## src/rtl/reorder_buffer_if.sv

```systemverilog
// Dispatch, CDB, operand-lookup and commit signals of the reorder buffer.
// The master modport belongs to the core (decoder/RS/LSB/regfile side).
interface reorder_buffer_if #(
  parameter int unsigned IDX_W  = 4,
  parameter int unsigned DATA_W = 32
);
  logic              rob_full;
  logic [IDX_W-1:0]  rob_tail_idx_out;
  logic              de_in_en;
  logic [1:0]        de_type_in;
  logic [4:0]        de_rd_in;
  logic              de_pred_jump_in;
  logic [DATA_W-1:0] de_pc_in;
  logic [DATA_W-1:0] de_target_in;
  logic [IDX_W-1:0]  qj_idx_in;
  logic [IDX_W-1:0]  qk_idx_in;
  logic              qj_ready_out;
  logic              qk_ready_out;
  logic [DATA_W-1:0] qj_val_out;
  logic [DATA_W-1:0] qk_val_out;
  logic              rs2cdb_out_en;
  logic [IDX_W-1:0]  rs2cdb_rob_idx_out;
  logic [DATA_W-1:0] rs2cdb_val_out;
  logic              rs_jump_in;
  logic              lsb_in_en;
  logic [IDX_W-1:0]  lsb_rob_idx_in;
  logic [DATA_W-1:0] lsb_val_in;
  logic              commit_reg_en;
  logic [4:0]        commit_rd;
  logic [DATA_W-1:0] commit_val;
  logic [IDX_W-1:0]  commit_rob_idx;
  logic              commit_store_en;
  logic              roll_back;
  logic [DATA_W-1:0] roll_back_pc;

  modport master (
    input  rob_full, rob_tail_idx_out, qj_ready_out, qk_ready_out, qj_val_out, qk_val_out,
           commit_reg_en, commit_rd, commit_val, commit_rob_idx, commit_store_en,
           roll_back, roll_back_pc,
    output de_in_en, de_type_in, de_rd_in, de_pred_jump_in, de_pc_in, de_target_in,
           qj_idx_in, qk_idx_in, rs2cdb_out_en, rs2cdb_rob_idx_out, rs2cdb_val_out,
           rs_jump_in, lsb_in_en, lsb_rob_idx_in, lsb_val_in
  );

  modport slave (
    output rob_full, rob_tail_idx_out, qj_ready_out, qk_ready_out, qj_val_out, qk_val_out,
           commit_reg_en, commit_rd, commit_val, commit_rob_idx, commit_store_en,
           roll_back, roll_back_pc,
    input  de_in_en, de_type_in, de_rd_in, de_pred_jump_in, de_pc_in, de_target_in,
           qj_idx_in, qk_idx_in, rs2cdb_out_en, rs2cdb_rob_idx_out, rs2cdb_val_out,
           rs_jump_in, lsb_in_en, lsb_rob_idx_in, lsb_val_in
  );
endinterface

```

## src/rtl/reorder_buffer.sv

```systemverilog
// Circular in-order retirement buffer: allocates at tail, captures CDB results,
// retires one ready head entry per cycle and flushes on branch misprediction.
module reorder_buffer #(
  parameter int unsigned ROB_SIZE = 16,
  parameter int unsigned IDX_W    = 4,
  parameter int unsigned DATA_W   = 32
) (
  input logic             clk,
  input logic             rst_in,
  input logic             rdy_in,
  reorder_buffer_if.slave rob
);
  localparam int unsigned CntW = IDX_W + 1;
  localparam logic [1:0] TypeReg    = 2'd0;
  localparam logic [1:0] TypeStore  = 2'd1;
  localparam logic [1:0] TypeBranch = 2'd2;

  logic [ROB_SIZE-1:0] ready_q, jump_q, pred_q;
  logic [1:0]          type_q   [ROB_SIZE];
  logic [4:0]          rd_q     [ROB_SIZE];
  logic [DATA_W-1:0]   pc_q     [ROB_SIZE];
  logic [DATA_W-1:0]   target_q [ROB_SIZE];
  logic [DATA_W-1:0]   val_q    [ROB_SIZE];
  logic [IDX_W-1:0]    head_q, tail_q;
  logic [CntW-1:0]     count_q;

  logic              commit_reg_en_q, commit_store_en_q, roll_back_q;
  logic [4:0]        commit_rd_q;
  logic [DATA_W-1:0] commit_val_q, roll_back_pc_q;
  logic [IDX_W-1:0]  commit_rob_idx_q;

  logic accept, disp_fire, rs_fire, lsb_fire, commit_fire, mispredict;

  assign rob.rob_full         = (count_q == CntW'(ROB_SIZE));
  assign rob.rob_tail_idx_out = tail_q;
  assign rob.commit_reg_en    = commit_reg_en_q;
  assign rob.commit_store_en  = commit_store_en_q;
  assign rob.commit_rd        = commit_rd_q;
  assign rob.commit_val       = commit_val_q;
  assign rob.commit_rob_idx   = commit_rob_idx_q;
  assign rob.roll_back        = roll_back_q;
  assign rob.roll_back_pc     = roll_back_pc_q;

  // New work is dropped during the flush cycle; commit needs count>0 so it idles too.
  assign accept      = rdy_in && !roll_back_q;
  assign disp_fire   = accept && rob.de_in_en && !rob.rob_full;
  assign rs_fire     = accept && rob.rs2cdb_out_en;
  assign lsb_fire    = accept && rob.lsb_in_en;
  assign commit_fire = rdy_in && (count_q != '0) && ready_q[head_q];
  assign mispredict  = commit_fire && (type_q[head_q] == TypeBranch) &&
                       (jump_q[head_q] != pred_q[head_q]);

  always_comb begin
    rob.qj_ready_out = ready_q[rob.qj_idx_in];
    rob.qj_val_out   = val_q[rob.qj_idx_in];
    if (rob.lsb_in_en && rob.lsb_rob_idx_in == rob.qj_idx_in) begin
      rob.qj_ready_out = 1'b1;
      rob.qj_val_out   = rob.lsb_val_in;
    end
    if (rob.rs2cdb_out_en && rob.rs2cdb_rob_idx_out == rob.qj_idx_in) begin
      rob.qj_ready_out = 1'b1;
      rob.qj_val_out   = rob.rs2cdb_val_out;
    end
  end

  always_comb begin
    rob.qk_ready_out = ready_q[rob.qk_idx_in];
    rob.qk_val_out   = val_q[rob.qk_idx_in];
    if (rob.lsb_in_en && rob.lsb_rob_idx_in == rob.qk_idx_in) begin
      rob.qk_ready_out = 1'b1;
      rob.qk_val_out   = rob.lsb_val_in;
    end
    if (rob.rs2cdb_out_en && rob.rs2cdb_rob_idx_out == rob.qk_idx_in) begin
      rob.qk_ready_out = 1'b1;
      rob.qk_val_out   = rob.rs2cdb_val_out;
    end
  end

  always_ff @(posedge clk) begin
    if (!rst_in) begin
      head_q            <= '0;
      tail_q            <= '0;
      count_q           <= '0;
      ready_q           <= '0;
      commit_reg_en_q   <= 1'b0;
      commit_store_en_q <= 1'b0;
      roll_back_q       <= 1'b0;
      commit_rd_q       <= '0;
      commit_val_q      <= '0;
      commit_rob_idx_q  <= '0;
      roll_back_pc_q    <= '0;
      for (int unsigned i = 0; i < ROB_SIZE; i++) val_q[i] <= '0;
    end else if (!rdy_in) begin
      commit_reg_en_q   <= 1'b0;
      commit_store_en_q <= 1'b0;
      roll_back_q       <= 1'b0;
    end else begin
      commit_reg_en_q   <= 1'b0;
      commit_store_en_q <= 1'b0;
      roll_back_q       <= 1'b0;
      if (rs_fire) begin
        val_q[rob.rs2cdb_rob_idx_out]   <= rob.rs2cdb_val_out;
        jump_q[rob.rs2cdb_rob_idx_out]  <= rob.rs_jump_in;
        ready_q[rob.rs2cdb_rob_idx_out] <= 1'b1;
      end
      if (lsb_fire) begin
        val_q[rob.lsb_rob_idx_in]   <= rob.lsb_val_in;
        ready_q[rob.lsb_rob_idx_in] <= 1'b1;
      end
      if (disp_fire) begin
        type_q[tail_q]   <= rob.de_type_in;
        rd_q[tail_q]     <= rob.de_rd_in;
        pred_q[tail_q]   <= rob.de_pred_jump_in;
        pc_q[tail_q]     <= rob.de_pc_in;
        target_q[tail_q] <= rob.de_target_in;
        ready_q[tail_q]  <= 1'b0;
      end
      if (commit_fire) begin
        commit_rob_idx_q <= head_q;
        commit_rd_q      <= rd_q[head_q];
        commit_val_q     <= val_q[head_q];
        case (type_q[head_q])
          TypeReg:    commit_reg_en_q   <= (rd_q[head_q] != 5'd0);
          TypeStore:  commit_store_en_q <= 1'b1;
          TypeBranch: begin
            if (mispredict) begin
              roll_back_q    <= 1'b1;
              roll_back_pc_q <= jump_q[head_q] ? target_q[head_q]
                                               : pc_q[head_q] + DATA_W'(4);
            end
          end
          default: ;
        endcase
      end
      if (mispredict) begin
        head_q  <= '0;
        tail_q  <= '0;
        count_q <= '0;
      end else begin
        head_q  <= head_q + IDX_W'(commit_fire);
        tail_q  <= tail_q + IDX_W'(disp_fire);
        count_q <= count_q + CntW'(disp_fire) - CntW'(commit_fire);
      end
    end
  end
endmodule

```

## src/flat_wrapper.sv

```systemverilog
// flat-port wrapper written by rule: the top's interface ports become plain ports
module reorder_buffer_flat 
#(
  parameter int unsigned ROB_SIZE = 16,
  parameter int unsigned IDX_W    = 4,
  parameter int unsigned DATA_W   = 32
)
  (clk, rst_in, rdy_in, rob_rob_full, rob_rob_tail_idx_out, rob_qj_ready_out, rob_qk_ready_out, rob_qj_val_out, rob_qk_val_out, rob_commit_reg_en, rob_commit_rd, rob_commit_val, rob_commit_rob_idx, rob_commit_store_en, rob_roll_back, rob_roll_back_pc, rob_de_in_en, rob_de_type_in, rob_de_rd_in, rob_de_pred_jump_in, rob_de_pc_in, rob_de_target_in, rob_qj_idx_in, rob_qk_idx_in, rob_rs2cdb_out_en, rob_rs2cdb_rob_idx_out, rob_rs2cdb_val_out, rob_rs_jump_in, rob_lsb_in_en, rob_lsb_rob_idx_in, rob_lsb_val_in);
  reorder_buffer_if #(.IDX_W(IDX_W), .DATA_W(DATA_W)) rob_i ();
  input logic clk;
  input logic rst_in;
  input logic rdy_in;
  output wire logic [$bits(rob_i.rob_full)-1:0] rob_rob_full;
  output wire logic [$bits(rob_i.rob_tail_idx_out)-1:0] rob_rob_tail_idx_out;
  output wire logic [$bits(rob_i.qj_ready_out)-1:0] rob_qj_ready_out;
  output wire logic [$bits(rob_i.qk_ready_out)-1:0] rob_qk_ready_out;
  output wire logic [$bits(rob_i.qj_val_out)-1:0] rob_qj_val_out;
  output wire logic [$bits(rob_i.qk_val_out)-1:0] rob_qk_val_out;
  output wire logic [$bits(rob_i.commit_reg_en)-1:0] rob_commit_reg_en;
  output wire logic [$bits(rob_i.commit_rd)-1:0] rob_commit_rd;
  output wire logic [$bits(rob_i.commit_val)-1:0] rob_commit_val;
  output wire logic [$bits(rob_i.commit_rob_idx)-1:0] rob_commit_rob_idx;
  output wire logic [$bits(rob_i.commit_store_en)-1:0] rob_commit_store_en;
  output wire logic [$bits(rob_i.roll_back)-1:0] rob_roll_back;
  output wire logic [$bits(rob_i.roll_back_pc)-1:0] rob_roll_back_pc;
  input wire logic [$bits(rob_i.de_in_en)-1:0] rob_de_in_en;
  input wire logic [$bits(rob_i.de_type_in)-1:0] rob_de_type_in;
  input wire logic [$bits(rob_i.de_rd_in)-1:0] rob_de_rd_in;
  input wire logic [$bits(rob_i.de_pred_jump_in)-1:0] rob_de_pred_jump_in;
  input wire logic [$bits(rob_i.de_pc_in)-1:0] rob_de_pc_in;
  input wire logic [$bits(rob_i.de_target_in)-1:0] rob_de_target_in;
  input wire logic [$bits(rob_i.qj_idx_in)-1:0] rob_qj_idx_in;
  input wire logic [$bits(rob_i.qk_idx_in)-1:0] rob_qk_idx_in;
  input wire logic [$bits(rob_i.rs2cdb_out_en)-1:0] rob_rs2cdb_out_en;
  input wire logic [$bits(rob_i.rs2cdb_rob_idx_out)-1:0] rob_rs2cdb_rob_idx_out;
  input wire logic [$bits(rob_i.rs2cdb_val_out)-1:0] rob_rs2cdb_val_out;
  input wire logic [$bits(rob_i.rs_jump_in)-1:0] rob_rs_jump_in;
  input wire logic [$bits(rob_i.lsb_in_en)-1:0] rob_lsb_in_en;
  input wire logic [$bits(rob_i.lsb_rob_idx_in)-1:0] rob_lsb_rob_idx_in;
  input wire logic [$bits(rob_i.lsb_val_in)-1:0] rob_lsb_val_in;
  assign rob_rob_full = rob_i.rob_full;
  assign rob_rob_tail_idx_out = rob_i.rob_tail_idx_out;
  assign rob_qj_ready_out = rob_i.qj_ready_out;
  assign rob_qk_ready_out = rob_i.qk_ready_out;
  assign rob_qj_val_out = rob_i.qj_val_out;
  assign rob_qk_val_out = rob_i.qk_val_out;
  assign rob_commit_reg_en = rob_i.commit_reg_en;
  assign rob_commit_rd = rob_i.commit_rd;
  assign rob_commit_val = rob_i.commit_val;
  assign rob_commit_rob_idx = rob_i.commit_rob_idx;
  assign rob_commit_store_en = rob_i.commit_store_en;
  assign rob_roll_back = rob_i.roll_back;
  assign rob_roll_back_pc = rob_i.roll_back_pc;
  assign rob_i.de_in_en = rob_de_in_en;
  assign rob_i.de_type_in = rob_de_type_in;
  assign rob_i.de_rd_in = rob_de_rd_in;
  assign rob_i.de_pred_jump_in = rob_de_pred_jump_in;
  assign rob_i.de_pc_in = rob_de_pc_in;
  assign rob_i.de_target_in = rob_de_target_in;
  assign rob_i.qj_idx_in = rob_qj_idx_in;
  assign rob_i.qk_idx_in = rob_qk_idx_in;
  assign rob_i.rs2cdb_out_en = rob_rs2cdb_out_en;
  assign rob_i.rs2cdb_rob_idx_out = rob_rs2cdb_rob_idx_out;
  assign rob_i.rs2cdb_val_out = rob_rs2cdb_val_out;
  assign rob_i.rs_jump_in = rob_rs_jump_in;
  assign rob_i.lsb_in_en = rob_lsb_in_en;
  assign rob_i.lsb_rob_idx_in = rob_lsb_rob_idx_in;
  assign rob_i.lsb_val_in = rob_lsb_val_in;
  reorder_buffer #(.ROB_SIZE(ROB_SIZE), .IDX_W(IDX_W), .DATA_W(DATA_W)) u_core (.clk(clk), .rst_in(rst_in), .rdy_in(rdy_in), .rob(rob_i));
endmodule
```

## config.mk

```make
export PLATFORM = sky130hd
export DESIGN_NAME = reorder_buffer_flat
export DESIGN_NICKNAME = d
export VERILOG_FILES = /design/src/rtl/reorder_buffer_if.sv /design/src/rtl/reorder_buffer.sv /design/src/flat_wrapper.sv
export SDC_FILE = /design/constraint.sdc
export NUM_CORES = 2
export LEC_CHECK = 0
export BUFFER_PORTS_ARGS = -buffer_cell sky130_fd_sc_hd__buf_2
export CAP_MARGIN = 40
export CORE_ASPECT_RATIO = 0.7
export CORE_UTILIZATION = 25
export CTS_CLUSTER_SIZE = 24
export DETAILED_ROUTE_END_ITERATION = 7
export PLACE_DENSITY_LB_ADDON = 0.08
export SYNTH_ARGS = -nofsm -noshare
export SYNTH_HDL_FRONTEND = slang
export SYNTH_SLANG_ARGS = --single-unit
```

## constraint.sdc

```tcl
create_clock -name clk -period 6.3 [get_ports clk]
set_input_delay 0.63 -clock clk [delete_from_list [all_inputs] [get_ports clk]]
set_output_delay 0.63 -clock clk [all_outputs]
set_load 0.1 [all_outputs]
```

==> impl_metrics.tcl <==
set metrics [dict create \
    status "finished, violations left" \
    failed_checks "design-rule violations" \
    ys_seq_area_share_pct 62.67 \
    yosys_warnings 0 \
    critPathSlowestCell "dfxtp_4" \
    hpwl_um 195900 \
    fin_area_mm2 0.09819 \
    synth_compound_area_share_pct 7.409 \
    synth_fa_ha_area_share_pct 0.1877 \
    clock_sinks 1789 \
    arrival_ns 5.20 \
    die_h_um 486.9 \
    portBuffers 305 \
    syn_area_mm2 0.08398 \
    cts_setup_buffers 0 \
    grt_first_pass_wirelength_um 456800 \
    ant_nets 0 \
    cts_tree "yes" \
    cpPeakStageDelay_ns 0.89 \
    syn_inst 4567 \
    antenna_found_initial 58 \
    initial_core_util_pct 25.20 \
    setup_viol 0 \
    num_vias 49330 \
    wl_per_cell_um 36.01 \
    avgViaCountPerCell 5.245 \
    cp-start-kind "flip-flop" \
    routabilityCongestion 0.7907 \
    grt_setup_unrepaired "no" \
    place_area_mm2 0.09174 \
    synth-simple-area-share_pct 2.569 \
    synth_top_family_by_area "multiplexers" \
    hold_viol_final 0 \
    critPathMostFrequentCell "mux4_2" \
    critPathKind "flip-flop to flip-flop" \
    slew_headroom_pct 37.21 \
    synth_ff_type "edfxtp_1" \
    htree_levels 4 \
    synth_xor_area_share_pct 0.4172 \
    setup-tns-final_ns 0 \
    ys_ff_latch 1789 \
    period_needed_ns 4.384 \
    crit_path_max_fanout 52 \
    fillCellCount 32500 \
    worst_slew_pin_slew_ns 0.9418 \
    area_growth_pct 16.92 \
    async_flop_share_pct 0 \
    syn_nets 4738 \
    cts_buffers 207 \
    synth_edf_count 1680 \
    final_nets 4931 \
    crit_chain "mux4_2 > mux4_2 > xor2_1 > and3_2 > buf_4 > and2_1 > nand2_1 > o21ai_0" \
    fin_skew_ns 0.06991 \
    postCtsHoldBufs 0 \
    p_leak_nw 30.10 \
    required_ns 7.11 \
    clock_latency_ns 0.89 \
    cp-end-kind "flip-flop" \
    die_w_um 694.7 \
    finalMaxSlewViolations 0 \
    first_pass_iters 7 \
    synthDistinctLibCells 83 \
    fmax_mhz 228.1 \
    ir_drop_mv 0.1912 \
    powerDensity_mw_per_mm2 282.7 \
    grtUsageTotal_pct 19.64 \
    drc_errors 38 \
    synth.top_cell.area_share_pct 60.07 \
    cts_root_buffer "clkbuf_16" \
    wl_um 338700 \
    cts_buffer_depth 4 \
    hold_path_class "input port to flip-flop" \
    row_count 177 \
    drive_gt1_share_pct 34.13 \
    syn_avg_cell_area_um2 18.39 \
    synth_area_leaders "edfxtp_1 60%, mux4_2 21%, a22o_1 5.5%" \
    synth_commonest_cells "1680 x edfxtp_1, 800 x mux4_2, 524 x a22o_1, 351 x clkbuf_1, 157 x nor2_1" \
    fin_crit_sh_pct 69.59 \
    place_inst 9026 \
    final_cells 9406 \
    synthMuxAreaShare_pct 23.92 \
    drt_iter0_drc 5273 \
    grt_max_degree 89 \
    grt_pass1_vias 49360 \
    die_area_mm2 0.3383 \
    io_pins 306 \
    core_mm2 0.3333 \
    synth.most_common_cell "edfxtp_1" \
    cap_viol_max_count 0 \
    synth_area_leader_cell "edfxtp_1" \
    post_cts_resized 0 \
    final_util_pct 29.46 \
    overflow 0 \
    cts.clk_slew.worst_paths_ns 0.06 \
]
-- final timing paths --
| check | from | end | slack [ns] | depth (start not counted) |
|---|---|---|---|---|
| worst max-delay path | u_core.head_q[0] | u_core.rob.roll_back_pc[13] | 1.92 | 8 |
| worst max register to register | u_core.head_q[0] | u_core.rob.roll_back_pc[13] | 1.92 | 8 |
| worst min register to register | u_core.rob.roll_back_pc[14] | u_core.rob.roll_back_pc[14] | 0.46 | 2 |
| worst min-delay path | rob_de_target_in[29] | u_core.target_q[13][29] | 0.12 | 1 |
-- through the flow --
step	setup WS, ns	power, W	hold slack (ns)
2_1_floorplan	0.5606	0.01522	0.4404
4_1_cts	1.858	0.02809	0.01978
3_3_place_gp	1.570	0.01615	0.4376
6_report	1.916	0.02776	0.1184
3_5_place_dp	1.810	0.01617	0.4447
5_1_grt	1.634	0.02862	0.06105
-- critical path: cells and delay by family (launching register included) --
| family | cells | cell delay (ns) |
|---|---|---|
| compound gates | 1 | 0.24 |
| xor+xnor | 1 | 0.36 |
| buf+inv | 1 | 0.51 |
| flops | 1 | 0.89 |
| mux | 2 | 1.14 |
| simple gates | 3 | 1.16 |
-- cells in the final DEF (no fill, tap or decap), types with 23 or more instances in the layout --
master	synthesis	final
xor2_1	23	23
dfxtp_1	109	102
nand2_1	150	139
clkinv_1	1	59
mux4_1	23	23
buf_2	30	298
buf_4	10	115
o21ai_0	93	93
clkbuf_16	0	210
a22o_1	524	524
a21oi_1	35	35
mux2i_1	144	144
nor2_1	157	141
mux4_2	800	800
buf_12	7	39
clkbuf_1	351	33
buf_16	0	24
nor3_2	1	23
inv_1	28	27
edfxtp_1	1680	1680
clkinv_2	0	35
-- flip-flops by register name, summed over array words and instances (netlist names), 4 cells and up, named ones only --
signal / count
u_core.jump_q: 16
u_core.pred_q: 16
u_core.val_q: 512
u_core.target_q: 512
u_core.rob.commit_rob_idx: 4
u_core.rob.roll_back_pc: 32
u_core.head_q: 4
u_core.count_q: 5
u_core.rob.rob_tail_idx_out: 4
u_core.pc_q: 512
u_core.type_q: 32
u_core.rob.commit_rd: 5
u_core.rob.commit_val: 32
u_core.rd_q: 80
u_core.ready_q: 16
-- final cells by class --
class                           instances  area [µm²]  area share (%)
Clock buffer                          246        5420           5.520
Inverter                               29       116.4          0.1185
Antenna cell                            9       22.52         0.02294
Tap cell                             4475        5599           5.702
Sequential cell                      1789       52660           53.63
Clock inverter                        125        1006           1.025
Timing Repair Buffer                  487        3928           4.000
Multi-Input combinational cell       2246       29440           29.98
-- cell families after synthesis --
| group | Yosys count |
|---|---|
| buffers and inverters | 532 |
| multiplexers | 969 |
| AO/OA/AOI/OAI | 765 |
| AND/OR/NAND/NOR | 460 |
| flip-flops | 1789 |
| XOR/XNOR | 40 |
| adder cells (fa/ha/maj) | 12 |
-- routing by layer --
metal | global-route usage (%) | up-vias | routed length [µm] | part of all wire (%)
met5 | 0 | - | 78 | 0.023
met4 | 4.646 | 12 | 8255 | 2.4
met3 | 3.812 | 466 | 21840 | 6.4
met2 | 28.43 | 1899 | 144100 | 43
met1 | 30.01 | 27180 | 164400 | 49
li1 | - | 19780 | - | -
-- power by group --
part	total [W]	internal [W]	switching (W)
combinational	0.00252	0.000751	0.00177
sequential	0.0134	0.0132	0.000160
clock	0.0118	0.00672	0.00512
Power figures use the tool's default switching activity.
